[config.mk]
export PLATFORM = sky130hd
export DESIGN_NAME = id_imm_gen
export DESIGN_NICKNAME = d
export VERILOG_FILES = /design/src/rtl/id_pkg.sv /design/src/rtl/id_imm_decode.sv /design/src/rtl/id_imm_gen.sv
export SDC_FILE = /design/constraint.sdc
export NUM_CORES = 1
export LEC_CHECK = 0
export ABC_AREA = 1
export CAP_MARGIN = 20
export CORE_MARGIN = 3
export CORE_UTILIZATION = 55
export CTS_BUF_LIST = sky130_fd_sc_hd__clkbuf_8
export DETAILED_ROUTE_END_ITERATION = 8
export DONT_BUFFER_PORTS = 1
export PLACE_DENSITY_LB_ADDON = 0.3
export RECOVER_POWER = 50
export SYNTH_ARGS = -nofsm -noshare
export SYNTH_HDL_FRONTEND = slang
export SYNTH_SLANG_ARGS = --single-unit
export TNS_END_PERCENT = 100
[constraint.sdc]
create_clock -name clk -period 2.5 [get_ports clk]
set_input_delay 0.25 -clock clk [delete_from_list [all_inputs] [get_ports clk]]
set_output_delay 0.25 -clock clk [all_outputs]
set_load 0.01 [all_outputs]
[src/rtl/id_pkg.sv]
// ---------------------------------------------------------------------------
// id_pkg
// Shared definitions for the ID-stage immediate generator:
//   - RV32/RV64 base opcodes the decoder recognises
//   - imm_fmt_t : 3-bit immediate-format tag carried with every result
//   - pipe_state_t : {main_valid, skid_valid} encoding of the output pipeline
// ---------------------------------------------------------------------------
package id_pkg;

  localparam logic [6:0] LUI      = 7'b0110111;
  localparam logic [6:0] AUIPC    = 7'b0010111;
  localparam logic [6:0] IMM      = 7'b0010011;
  localparam logic [6:0] IMM32    = 7'b0011011;
  localparam logic [6:0] LOAD     = 7'b0000011;
  localparam logic [6:0] STORE    = 7'b0100011;
  localparam logic [6:0] BRANCH   = 7'b1100011;
  localparam logic [6:0] JAL      = 7'b1101111;
  localparam logic [6:0] JALR     = 7'b1100111;
  localparam logic [6:0] SYSTEM   = 7'b1110011;
  localparam logic [6:0] MISC_MEM = 7'b0001111;
  localparam logic [6:0] OP       = 7'b0110011;
  localparam logic [6:0] OP32     = 7'b0111011;

  typedef enum logic [2:0] {
    FMT_NONE = 3'd0,
    FMT_I    = 3'd1,
    FMT_S    = 3'd2,
    FMT_B    = 3'd3,
    FMT_U    = 3'd4,
    FMT_J    = 3'd5,
    FMT_Z    = 3'd6
  } imm_fmt_t;

  // Bit 1 = main register full, bit 0 = skid entry full.
  // 2'b01 (skid full, main empty) can never be reached.
  typedef enum logic [1:0] {
    ST_EMPTY = 2'b00,
    ST_ONE   = 2'b10,
    ST_FULL  = 2'b11
  } pipe_state_t;

endpackage

[src/rtl/id_imm_decode.sv]
// ---------------------------------------------------------------------------
// id_imm_decode
// Purely combinational immediate extraction for one instruction word.
// Ports:
//   inst    in  32    raw instruction
//   pc      in  XLEN  PC of inst
//   imm     out XLEN  extended immediate (0 for NONE formats)
//   fmt     out 3     imm_fmt_t format tag
//   target  out XLEN  pc + imm, wrapping at XLEN
//   illegal out 1     opcode outside the decoded set
// ---------------------------------------------------------------------------
module id_imm_decode
  import id_pkg::*;
#(
  parameter int XLEN = 32,
  parameter bit RV64 = (XLEN == 64)
) (
  input  logic [31:0]     inst,
  input  logic [XLEN-1:0] pc,
  output logic [XLEN-1:0] imm,
  output logic [2:0]      fmt,
  output logic [XLEN-1:0] target,
  output logic            illegal
);

  logic [6:0]  opc;
  logic [31:0] imm32;
  imm_fmt_t    fmt_sel;

  assign opc = inst[6:0];

  // Every format is first built as a 32-bit value whose bit 31 is the sign.
  // The Z format keeps bit 31 clear, so the common sign extension below
  // becomes a zero extension for CSR immediates.
  always_comb begin
    imm32   = '0;
    fmt_sel = FMT_NONE;
    illegal = 1'b0;
    case (opc)
      LUI, AUIPC: begin
        imm32   = {inst[31:12], 12'b0};
        fmt_sel = FMT_U;
      end
      IMM, LOAD, JALR: begin
        imm32   = {{20{inst[31]}}, inst[31:20]};
        fmt_sel = FMT_I;
      end
      IMM32: begin
        if (RV64) begin
          imm32   = {{20{inst[31]}}, inst[31:20]};
          fmt_sel = FMT_I;
        end else begin
          illegal = 1'b1;
        end
      end
      STORE: begin
        imm32   = {{20{inst[31]}}, inst[31:25], inst[11:7]};
        fmt_sel = FMT_S;
      end
      BRANCH: begin
        imm32   = {{19{inst[31]}}, inst[31], inst[7], inst[30:25], inst[11:8], 1'b0};
        fmt_sel = FMT_B;
      end
      JAL: begin
        imm32   = {{11{inst[31]}}, inst[31], inst[19:12], inst[20], inst[30:21], 1'b0};
        fmt_sel = FMT_J;
      end
      SYSTEM: begin
        // funct3[2] selects the CSR*I forms carrying a 5-bit uimm in rs1.
        if (inst[14]) begin
          imm32   = {27'b0, inst[19:15]};
          fmt_sel = FMT_Z;
        end
      end
      MISC_MEM, OP: begin
        fmt_sel = FMT_NONE;
      end
      OP32: begin
        if (!RV64) illegal = 1'b1;
      end
      default: begin
        illegal = 1'b1;
      end
    endcase
  end

  assign imm    = XLEN'($signed(imm32));
  assign fmt    = fmt_sel;
  assign target = pc + imm;

endmodule

[src/rtl/id_imm_gen.sv]
// ---------------------------------------------------------------------------
// id_imm_gen
// Pipelined immediate generator for the ID stage: one combinational decode
// on the input path, a main output register and a one-entry skid buffer so
// that in_ready never depends combinationally on out_ready.
// Ports:
//   clk, rst_n          clock (rising) / async active-low reset
//   flush               synchronous kill of both entries, blocks capture
//   in_valid/in_ready   upstream handshake (in_ready is a flop output)
//   in_inst, in_pc      instruction word and its PC
//   out_valid/out_ready downstream handshake
//   out_imm, out_fmt, out_target, out_pc, out_illegal   registered result
// ---------------------------------------------------------------------------
module id_imm_gen
  import id_pkg::*;
#(
  parameter int XLEN = 32,
  parameter bit RV64 = (XLEN == 64)
) (
  input  logic            clk,
  input  logic            rst_n,
  input  logic            flush,
  input  logic            in_valid,
  output logic            in_ready,
  input  logic [31:0]     in_inst,
  input  logic [XLEN-1:0] in_pc,
  output logic            out_valid,
  input  logic            out_ready,
  output logic [XLEN-1:0] out_imm,
  output logic [2:0]      out_fmt,
  output logic [XLEN-1:0] out_target,
  output logic [XLEN-1:0] out_pc,
  output logic            out_illegal
);

  if (XLEN != 32 && XLEN != 64) begin : g_bad_xlen
    $error("id_imm_gen: XLEN must be 32 or 64");
  end

  logic [XLEN-1:0] dec_imm, dec_target;
  logic [2:0]      dec_fmt;
  logic            dec_illegal;

  id_imm_decode #(.XLEN(XLEN), .RV64(RV64)) u_decode (
    .inst    (in_inst),
    .pc      (in_pc),
    .imm     (dec_imm),
    .fmt     (dec_fmt),
    .target  (dec_target),
    .illegal (dec_illegal)
  );

  pipe_state_t     state_reg, state_next;
  logic [XLEN-1:0] main_imm_reg, main_target_reg, main_pc_reg;
  logic [2:0]      main_fmt_reg;
  logic            main_illegal_reg;
  logic [XLEN-1:0] skid_imm_reg, skid_target_reg, skid_pc_reg;
  logic [2:0]      skid_fmt_reg;
  logic            skid_illegal_reg;

  logic accept, drain;
  logic load_main_dec, load_main_skid, load_skid;

  assign out_valid = state_reg[1];
  assign in_ready  = ~state_reg[0];
  assign accept    = in_valid && in_ready && !flush;
  assign drain     = out_valid && out_ready;

  always_comb begin
    state_next     = state_reg;
    load_main_dec  = 1'b0;
    load_main_skid = 1'b0;
    load_skid      = 1'b0;
    if (flush) begin
      state_next = ST_EMPTY;
    end else begin
      case (state_reg)
        ST_EMPTY: begin
          if (accept) begin
            state_next    = ST_ONE;
            load_main_dec = 1'b1;
          end
        end
        ST_ONE: begin
          if (accept && drain) begin
            load_main_dec = 1'b1;
          end else if (accept) begin
            state_next = ST_FULL;
            load_skid  = 1'b1;
          end else if (drain) begin
            state_next = ST_EMPTY;
          end
        end
        ST_FULL: begin
          // in_ready is low here, so only a drain can happen.
          if (drain) begin
            state_next     = ST_ONE;
            load_main_skid = 1'b1;
          end
        end
        default: state_next = ST_EMPTY;
      endcase
    end
  end

  always_ff @(posedge clk or negedge rst_n) begin
    if (!rst_n) begin
      state_reg <= ST_EMPTY;
    end else begin
      state_reg <= state_next;
    end
  end

  always_ff @(posedge clk or negedge rst_n) begin
    if (!rst_n) begin
      main_imm_reg     <= '0;
      main_target_reg  <= '0;
      main_pc_reg      <= '0;
      main_fmt_reg     <= FMT_NONE;
      main_illegal_reg <= 1'b0;
    end else if (load_main_dec) begin
      main_imm_reg     <= dec_imm;
      main_target_reg  <= dec_target;
      main_pc_reg      <= in_pc;
      main_fmt_reg     <= dec_fmt;
      main_illegal_reg <= dec_illegal;
    end else if (load_main_skid) begin
      main_imm_reg     <= skid_imm_reg;
      main_target_reg  <= skid_target_reg;
      main_pc_reg      <= skid_pc_reg;
      main_fmt_reg     <= skid_fmt_reg;
      main_illegal_reg <= skid_illegal_reg;
    end
  end

  always_ff @(posedge clk or negedge rst_n) begin
    if (!rst_n) begin
      skid_imm_reg     <= '0;
      skid_target_reg  <= '0;
      skid_pc_reg      <= '0;
      skid_fmt_reg     <= FMT_NONE;
      skid_illegal_reg <= 1'b0;
    end else if (load_skid) begin
      skid_imm_reg     <= dec_imm;
      skid_target_reg  <= dec_target;
      skid_pc_reg      <= in_pc;
      skid_fmt_reg     <= dec_fmt;
      skid_illegal_reg <= dec_illegal;
    end
  end

  assign out_imm     = main_imm_reg;
  assign out_fmt     = main_fmt_reg;
  assign out_target  = main_target_reg;
  assign out_pc      = main_pc_reg;
  assign out_illegal = main_illegal_reg;

`ifndef SYNTHESIS
  always @(posedge clk) begin
    if (rst_n) begin
      assert (state_reg != 2'b01)
        else $error("id_imm_gen: skid entry full while main register empty");
    end
  end
`endif

endmodule

; ---- After elaboration in Yosys (flattened, before gate mapping)
; Index checks and enable logic that the tools add are counted.
[word_totals]
regBits = 202
in_bits = 69
output_inout_bits = 102
wordCells = 73
[op_classes]
add_sub_neg = 1
n_eq_ne = 17
n_mux = 32
bitwise = 1
reduce_logical = 11
[ops]
columns = cell, count
row1 = 2-to-1 mux 32 bit, 6
row2 = one-hot mux 32 bit (6 select lines), 1
row3 = adder 32 bit, 1
row4 = == test 7 bit (second input constant), 4
row5 = == test 7 x 6 -> 1 bit (second input constant), 3
row6 = one-hot mux 3 bit (6 select lines), 1
row7 = == test 7 x 5 -> 1 bit (second input constant), 2
row8 = 2-to-1 mux 1 bit, 12
row9 = 2-to-1 mux 2 bit, 6
row10 = OR reduction 11 bit, 1
row11 = 2-to-1 mux 3 bit, 3
row12 = inequality test 3 bit (second input constant), 3
row13 = == test 7 x 2 -> 1 bit (second input constant), 1
row14 = == test 7 x 4 -> 1 bit (second input constant), 1
row15 = one-hot mux 2 bit (3 select lines), 1
row16 = 2-to-1 mux 5 bit, 1
row17 = == test 2 bit (second input constant), 2
row18 = logical AND 1 bit, 4
row19 = inequality test 4 bit (second input constant), 1
row20 = AND reduction 4 bit, 1
row21 = OR reduction 3 bit, 1
row22 = logical NOT 2 bit, 1
row23 = one-hot mux 1 bit (2 select lines), 1
row24 = nonzero test 2 bit, 1
row25 = 3 further kinds, 3

; ---- Longest topological paths before layout
; Gate-level depths: netlist of the first run.
[depth]
word_depth = 8
ltp_mapped = 22
mapped_depth_nobuf = 22

; ---- Hierarchy
; From an unflattened synthesis of the first run, not the netlist that was laid out.
[unflattened]
cells_unflattened = 1835
area_unflattened_um2 = 12726.0
[modules_own_cells]
columns = mod, n_inst, cells_per_inst, area_each_um2, seq_area_each_um2
row1 = id_imm_gen, 1, 1251, 9915.8, 5054.8
row2 = id_imm_decode, 1, 584, 2810.2, 0.0

; ---- Least setup slack after synthesis of the first run
; Ideal clock, no wire load.
[synth_timing]
kind = in2reg
startpoint = in in_inst[4]
endpoint = reg main_target_reg[24], in the netlist out_target[24]
setup_time_ps = 117
arrival_ps = 2409
setup_slack_ps = -27
stages = 20
n_path_buf = 0
cell_sequence = inv_1 nand2_2 nor2_4 nand2_1 nand2_1 inv_1 o211ai_1 ha_1 inv_1 fa_1 inv_1 nand3_1 nand3_1 nand2_1 nand2_1 nand3_1 nand3_1 nand2_1 nand3_1 nand2_1
[synth_between]
elab_chain_cells = 5
elab_cells_between_ends = 14
cone_classes = add/sub (1) / eq/ne (9) / mux (2) / reduce/logical (2)
[synth_lines]
columns = item, line_no
row1 = from (decl), id_imm_gen.sv:25  ; input logic [31:0] in_inst,
row2 = "== test 7 x 5 -> 1 bit, or another cell as far along", id_imm_decode.sv:39  ; case (opc)
row3 = OR reduction 3 bit or OR reduction 2 bit (tied branches), -
row4 = one-hot mux 32 bit (6 select lines) *, id_imm_decode.sv:39
row5 = named net dec_imm[0], id_imm_gen.sv:40  ; logic [XLEN-1:0] dec_imm, dec_target;
row6 = adder 32 bit *, id_imm_decode.sv:89  ; assign target = pc + imm;
row7 = 2-to-1 mux 32 bit *, id_imm_gen.sv:121  ; end else if (load_main_dec) begin
row8 = to (signal assigned), id_imm_gen.sv:123  ; main_target_reg <= dec_target;
row9 = to (signal assigned), id_imm_gen.sv:129  ; main_target_reg <= skid_target_reg;
row10 = to (decl), id_imm_gen.sv:54  ; logic [XLEN-1:0] main_imm_reg, main_target_reg, main_pc_reg;
; The timed path passes the listed nets; every way through them passes the cells marked *.
; A chain may end at the register's enable or synchronous reset.

; ---- Worst setup path in the final report of the first run
[layout_timing]
startpoint = in in_inst[1]
endpoint = reg main_target_reg[8], in the netlist out_target[8]
; The elaborated chain is that of the path after synthesis.

==> summary.md, run 1 <==
| Metric | Value |
|---|---|
| CP Max Fanout | 3 |
| Hold slack final | -0.5720 ns |
| Routed vias/inst | 5.471 |
| Main combinational cell family by area after synthesis | simple AND/OR/NAND/NOR gates |
| TritonRoute pass-1 iters | 7 |
| Area contributors post-synth | dfrtp_1 43%, nand2_1 19%, nand3_1 7.1%, inv_1 6.1%, o211ai_2 4.3% |
| First-pass GRT wire length | 57,840 um |
| Largest net degree at the start of global routing | 203 |
| Routability cong. | 0.9872 |
| Area growth, synth to finish | 17.96% |
| Total Power | 11,430 uW |
| Distinct cells, synth | 39 |
| Worst path slowest cell | fa_2 |
| Max-slew violations | 0 |
| Area of the core | 20,560 um2 |
| Most frequent CP cell | nand2_1 |
| FMAX | 0.4198 GHz |
| Register area share after synthesis | 43.19% |
| Synth warnings | 0 |
| Clk_skew | 0.02161 ns |
| Actual slew at the worst max-slew pin | 0.6283 ns |
| Port-buffer cells | 0 |
| H-tree Lvls | 2 |
| Post-synthesis compound-gate area fraction | 10.98% |
| Leading area contributor after synthesis | dfrtp_1 |
| Status | finished, violations left |
| Post-route clock period utilization | 95.27% |
| All-layer global routing usage | 30.77% |
| R2r worst-path depth | 11 |
| CTS Buffer Depth | 3 |
| Multi-input gate area | 5597 um2 |
| Fin area | 13,810 um2 |
| DR vias | 10,877 |
| Clk slew on worst S/H paths | 0.05 ns |
| Mapped Nets | 1,661 |
| Initial Util | 56.93% |
| Cts hold-fix bufs | 33 |
| Root buf cell | clkbuf_8 |
| Area occupied by registers | 5055 um2 |
| Seq cells post-synth | 202 |
| Total power per unit cell area | 827.9 nW/um2 |
| CTS Buf Count | 36 |
| CTS tree | built |
| Max Cap Violations | 0 |
| FILL cells | 1,782 |
| Setup TNS | 0 ns |
| CP cell instances | nand2_1 -> nor2_2 -> nand2_1 -> nand2_2 -> inv_1 -> o211ai_1 -> buf_4 -> ha_2 -> inv_1 -> fa_2 -> inv_1 -> nand3_1 -> nand3_2 -> nand2_1 -> nand2_1 -> buf_4 -> xor2_1 -> nand2_1 -> o311ai_0 |
| Startpoint types | input pin |
| Asr flop ratio synth | 100.0% |
| Number of flops mapped to enable cells by yosys | 0 |
| IO Count | 171 |
| Mapped Avg Cell Area | 7.522 um2 |
| Mux cell area share after synthesis | 0% |
| Post-Route WL | 35,910 um |
| Synth Area in XOR/XNOR | 0.8231% |
| Post-Synthesis Cell Area | 11,700 um2 |
| Top-area cell type share of the netlist area | 43.19% |
| Final Setup Violations | 0 |
| Leakage | 0.007529 uW |
| Die X | 151.9 um |
| Worst-Skew Late Latency | 0.52 ns |
| Worst relative slew slack | 58.11% |
| Crit path largest cell delay | 0.33 ns |
| Synth Flop Type | dfrtp_1 |
| Antenna violations before repair | 2 |
| Routed length per instance | 18.07 um |
| Failing checks | hold timing |
| VDD IR max | 0.5713 mV |
| Vias in the first global route | 10,707 |
| Post-route ant nets | 0 |
| Adder-cell share of the synthesized area | 3.912% |
| Minimum clock period | 2.382 ns |
| Num rows | 52 |
| Layout cell share with drive strength beyond 1 | 16.03% |
| Worst Path Required | 2.90 ns |
| Post-synthesis simple-gate area fraction | 31.44% |
| Hold crit path type | in2async |
| Nets | 1,801 |
| Setup CP Type | in2reg |
| Grt ovf | 0 |
| Die H | 151.9 um |
| Setup crit end kind | flip-flop |
| Post-DP HPWL | 25,790 um |
| Final hold vios | 202 |
| CP arrival | 2.78 ns |
| CTS Sinks | 202 |
| Mapped Cells | 1,556 |
| Drt drc | 0 |
| First DRT Iteration DRCs | 883 |
| Die ar. | 23,070 um2 |
| DP Area | 12,690 um2 |
-- worst paths after layout --
path	slack (ns)	to	startpoint
worst max-delay path	0.12	out_target[8]	in_inst[1]
worst min-delay path	-0.57	out_pc[5]	rst_n
worst max register to register	0.43	out_target[30]	state_reg[1]
min in group clk	0.09	out_target[0]	in_pc[0]
max in group asynchronous	2.79	skid_imm_reg[30]	rst_n
worst min register to register	0.48	skid_target_reg[2]	skid_target_reg[2]
-- cell usage in the layout (no fill, tap or decap), types with 3 or more instances in the layout --
cell / netlist / final
o21ai_0: 63 / 63
o211ai_2: 40 / 40
inv_1: 190 / 197
clkbuf_8: 0 / 43
nand4_1: 6 / 6
nor2_2: 4 / 6
o211ai_1: 4 / 4
nand2_2: 6 / 9
nand2_4: 3 / 3
o311ai_1: 9 / 9
o21bai_1: 3 / 3
nor2_1: 62 / 59
nand3b_1: 8 / 8
nand3_2: 6 / 11
inv_2: 8 / 8
xor2_1: 9 / 9
nand2_1: 598 / 595
buf_4: 2 / 129
nor2_4: 4 / 5
dfrtp_1: 202 / 202
nand3_1: 165 / 160
a21oi_1: 25 / 25
buf_12: 0 / 4
o311ai_0: 17 / 17
ha_1: 35 / 31
dlygate4sd3_1: 0 / 33
nor3_1: 8 / 8
clkinv_2: 0 / 4
-- logic make-up after synthesis --
group	after synthesis
adders and majority gates	36
buffers and inverters	262
AOI/OAI and AO/OA	169
and+or+nand+nor	876
DFF	202
xor gates and xnor gates	11
-- routing by layer --
layer	vias to the layer above	track usage (%)	share of wire, %
met5	-	0	0
met4	0	12.59	4.1
met3	89	9.812	9.8
met2	456	47.48	45
met1	5071	40.42	41
li1	5261	-	-
-- cells in the mapped netlist (6+ instances only) --
master and count:
nand3b_1 8, buf_6 15, nand3_2 6, o311ai_1 9, o211ai_2 40, o21ai_0 63
nand2_2 6, buf_2 22, clkbuf_1 22, a21oi_1 25, inv_1 190, nor2_1 62
nor3_1 8, nand3_1 165, o311ai_0 17, dfrtp_1 202, xor2_1 9, ha_1 35
inv_2 8, nand2_1 598, nand4_1 6
-- critical path, delay by kind of cell --
kind	cells	cell delay, ns
and+or+nand+nor	9	0.99
buffers and inverters	5	0.56
adders and majority gates	2	0.50
AOI/OAI and AO/OA	2	0.30
xor gates and xnor gates	1	0.20
-- stage by stage --
step | utilization (%) | instances | worst slack, ns
after floorplan | - | 1556 | 0.01660
final | 67.16 | 1988 | 0.1182
after global placement | 61.71 | 1890 | -0.4369
after detailed placement | 61.71 | 1890 | -0.5323
after global routing | 67.16 | 1988 | -0.01189
after CTS | 66.67 | 1981 | 0.04152
-- layout make-up --
class,instances,share of cell area (%)
Inverter,198,5.401
Multi-Input combinational cell,1092,40.53
Clock buffer,43,4.286
Timing Repair Buffer,166,9.986
Antenna cell,2,0.03625
Clock inverter,15,0.6978
Tap cell,270,2.447
Sequential cell,202,36.61
-- report_power, final --
group,total [uW],leakage (uW),internal [uW],switching (uW)
logic,2810,0.00454,1120,1700
clock network,3010,0.000386,1650,1360
registers,5600,0.00260,4510,1090
total,11400,0.00753,7280,4150
-- what timing repair did --
action / CTS / global route
endpoints found under the setup margin: 0 / 43
resized for setup: 0 / 13
buffers inserted: 0 / 5
endpoints found under the hold margin: 267 / 202
(Power assumes the default switching activity.)
==> inputs of run 2 (changes only) <==
--- a/config.mk
+++ b/config.mk
@@ -8,7 +8,7 @@
 export ABC_AREA = 1
 export CAP_MARGIN = 20
 export CORE_MARGIN = 3
-export CORE_UTILIZATION = 55
+export CORE_UTILIZATION = 65
 export CTS_BUF_LIST = sky130_fd_sc_hd__clkbuf_8
 export DETAILED_ROUTE_END_ITERATION = 8
 export DONT_BUFFER_PORTS = 1
==> run 2 against run 1 <==
Effect of this change:
- the run still ends with hold timing left
- die area down 15%
- via count increased by 3.8%
- first-iteration DRC count is 14% higher
- clock skew shrank 0.0088 ns
==> summary.md, run 2 (same netlist as run 1, synthesis figures left out) <==
| Metric | Value |
|---|---|
| Clk_skew | 0.01278 ns (-0.008830 ns) |
| CTS Buffer Depth | 3 (unchanged) |
| Post-Route WL | 36,820 um (+2.5%) |
| Final Setup Violations | 0 (unchanged) |
| Failing checks | hold timing |
| Fin area | 13,850 um2 (+0.31%) |
| Largest net degree at the start of global routing | 203 (unchanged) |
| TritonRoute pass-1 iters | 7 (unchanged) |
| CTS tree | built |
| Actual slew at the worst max-slew pin | 0.5888 ns (-0.03948 ns) |
| Setup CP Type | in2reg |
| Die H | 140.2 um (-7.7%) |
| Layout cell share with drive strength beyond 1 | 16.03% (about the same) |
| Routed length per instance | 18.98 um (+5.1%) |
| Port-buffer cells | 0 (unchanged) |
| Area occupied by registers | 5055 um2 (unchanged) |
| Setup TNS | 0 ns (unchanged) |
| VDD IR max | 0.9325 mV (+63%) |
| Final core utilization | 79.25% (+12 points) |
| Post-route ant nets | 0 (unchanged) |
| Status | finished, violations left |
| FMAX | 0.4287 GHz (+2.1%) |
| Post-route clock period utilization | 93.31% (-2.0 points) |
| CP top delay family | simple AND/OR/NAND/NOR gates |
| Crit. path cell count | 17 (-2) |
| Setup WS pre-CTS | -0.3846 ns (+0.1477 ns) |
| Antenna violations before repair | 0 (-2) |
| Worst-Skew Late Latency | 0.53 ns (about the same) |
| All-layer global routing usage | 37.51% (+6.7 points) |
| ANT cells | 0 (-2) |
| Critical Path End | out_target[4] |
| Unrepaired setup endpoints after global routing | true |
| Grt ovf | 0 (unchanged) |
| Routed vias/inst | 5.819 (+6.3%) |
| Leakage | 0.007580 uW (+0.68%) |
| Most frequent cells in the layout | 595 x nand2_1, 202 x dfrtp_1, 199 x inv_1, 161 x nand3_1, 123 x buf_4 |
| DP Area | 12,700 um2 (about the same) |
| Final hold vios | 202 (unchanged) |
| Reg2Reg Setup Slack | 0.24 ns (-0.19 ns) |
| Initial Util | 66.97% (+10 points) |
| RR Startpoint | state_reg[1] |
| CP arrival | 2.74 ns (-0.04 ns) |
| CP Max Fanout | 3 (unchanged) |
| Hold crit path type | in2async |
| Drt drc | 0 (unchanged) |
| Routability cong. | 1.037 (+5.0%) |
| DR vias | 11,288 (+3.8%) |
| Worst Path Required | 2.91 ns (about the same) |
| FILL cells | 1,227 (-31%) |
| Vias in the first global route | 10,947 (+2.2%) |
| Sum of buffers and inverters on the critical path | 5 (unchanged) |
| Area growth, synth to finish | 18.32% |
| Post-DP HPWL | 25,760 um (-0.14%) |
| Worst relative slew slack | 60.69% (+2.6 points) |
| Minimum clock period | 2.333 ns (-0.04918 ns) |
| Hold slack final | -0.5864 ns (-0.01445 ns) |
| CTS Buf Count | 34 (-5.6%) |
| CTS Sinks | 202 (unchanged) |
| First DRT Iteration DRCs | 1,003 (+14%) |
| Die ar. | 19,650 um2 (-15%) |
| First-pass GRT wire length | 58,640 um (+1.4%) |
| IO Count | 171 (unchanged) |
| Final setup margin | 0.1673 ns (+0.04918 ns) |
| Max-slew violations | 0 (unchanged) |
| Area of the core | 17,480 um2 (-15%) |
| Die X | 140.2 um (-7.7%) |
| Num rows | 48 (-7.7%) |
| R2r worst-path depth | 11 (unchanged) |
| Cts hold-fix bufs | 33 (unchanged) |
| Setup crit end kind | flip-flop |
| Total power per unit cell area | 855.9 nW/um2 (+3.4%) |
| R2r endpoint | out_target[19] |
| Max Cap Violations | 0 (unchanged) |
| Crit path largest cell delay | 0.33 ns (about the same) |
| Worst path slowest cell | fa_2 |
| Root buf cell | clkbuf_8 |
| Startpoint types | input pin |
| Multi-input gate area | 5604 um2 (+0.13%) |
| Clk slew on worst S/H paths | 0.06 ns (about the same) |
| CP cell instances | nand2_1 -> nor2_2 -> nand2_1 -> nand2_2 -> inv_1 -> o211ai_1 -> ha_2 -> inv_1 -> fa_2 -> inv_1 -> nand3_1 -> nand3_2 -> buf_4 -> xor2_2 -> buf_4 -> nand2_1 -> o311ai_0 |
| Commonest non-fill, non-tap cell in the layout | nand2_1 |
| Critical Path Source | in_inst[1] |
| H-tree Lvls | 2 (unchanged) |
| Nets | 1,797 (-0.22%) |
## run 2: metrics by stage
stage	hold slack [ns]	instances	total power, uW
floorplan	-0.04559	1556	7544
global placement	-0.04172	1847	8247
detailed placement	-0.04068	1847	8428
CTS	-0.5961	1939	11780
global route	-0.6140	1940	12500
finish	-0.5864	1940	11850
## run 2: layout make-up
| type | instances | area share [%] |
|---|---|---|
| sequential | 202 | 36.50 |
| clock inverter | 18 | 1.337 |
| clock buffer | 41 | 4.074 |
| timing repair buffer | 164 | 10.21 |
| tap | 225 | 2.033 |
| inverter | 198 | 5.384 |
| multi-input combinational | 1092 | 40.46 |
## run 2: where the power goes
part	switching, uW	total, uW	internal, uW	leakage (uW)
Combinational	1790	2950	1150	0.00455
Clock	1370	3280	1910	0.000421
Sequential	1110	5630	4510	0.00260
Total	4280	11900	7570	0.00758
## run 2: routing by layer
metal | vias up | GRT usage [%] | part of all wire, %
li1 | 5264 | - | -
met1 | 5327 | 49.36 | 40
met2 | 586 | 59.85 | 46
met3 | 111 | 9.799 | 9.9
met4 | 0 | 14.58 | 4.1
met5 | - | 0 | 0
## run 2: worst min-delay path by stage
stage               start             end  cells past startpoint
global placement    rst_n  skid_pc_reg[7]                      0
CTS                 rst_n      out_pc[29]                      0
detailed placement  rst_n  skid_pc_reg[5]                      0
finish              rst_n  skid_pc_reg[7]                      0
floorplan           rst_n      out_fmt[0]                      0
global route        rst_n  skid_pc_reg[5]                      0
## run 2: worst reg2reg max path: stages (launching register included)
cell     delay [ns]
dfrtp_1        0.46
ha_1           0.28
nand2_2        0.15
nor2_2         0.05
inv_2          0.07
nand2_4        0.20
inv_4          0.35
buf_4          0.31
nand3_1        0.14
nand2_1        0.08
inv_1          0.04
nand2_1        0.06
## run 2: timing repair
item,in CTS,in global routing
setup endpoints to repair,0,19
resized for setup,0,15
endpoints found under the hold margin,266,202
buffers inserted,0,1
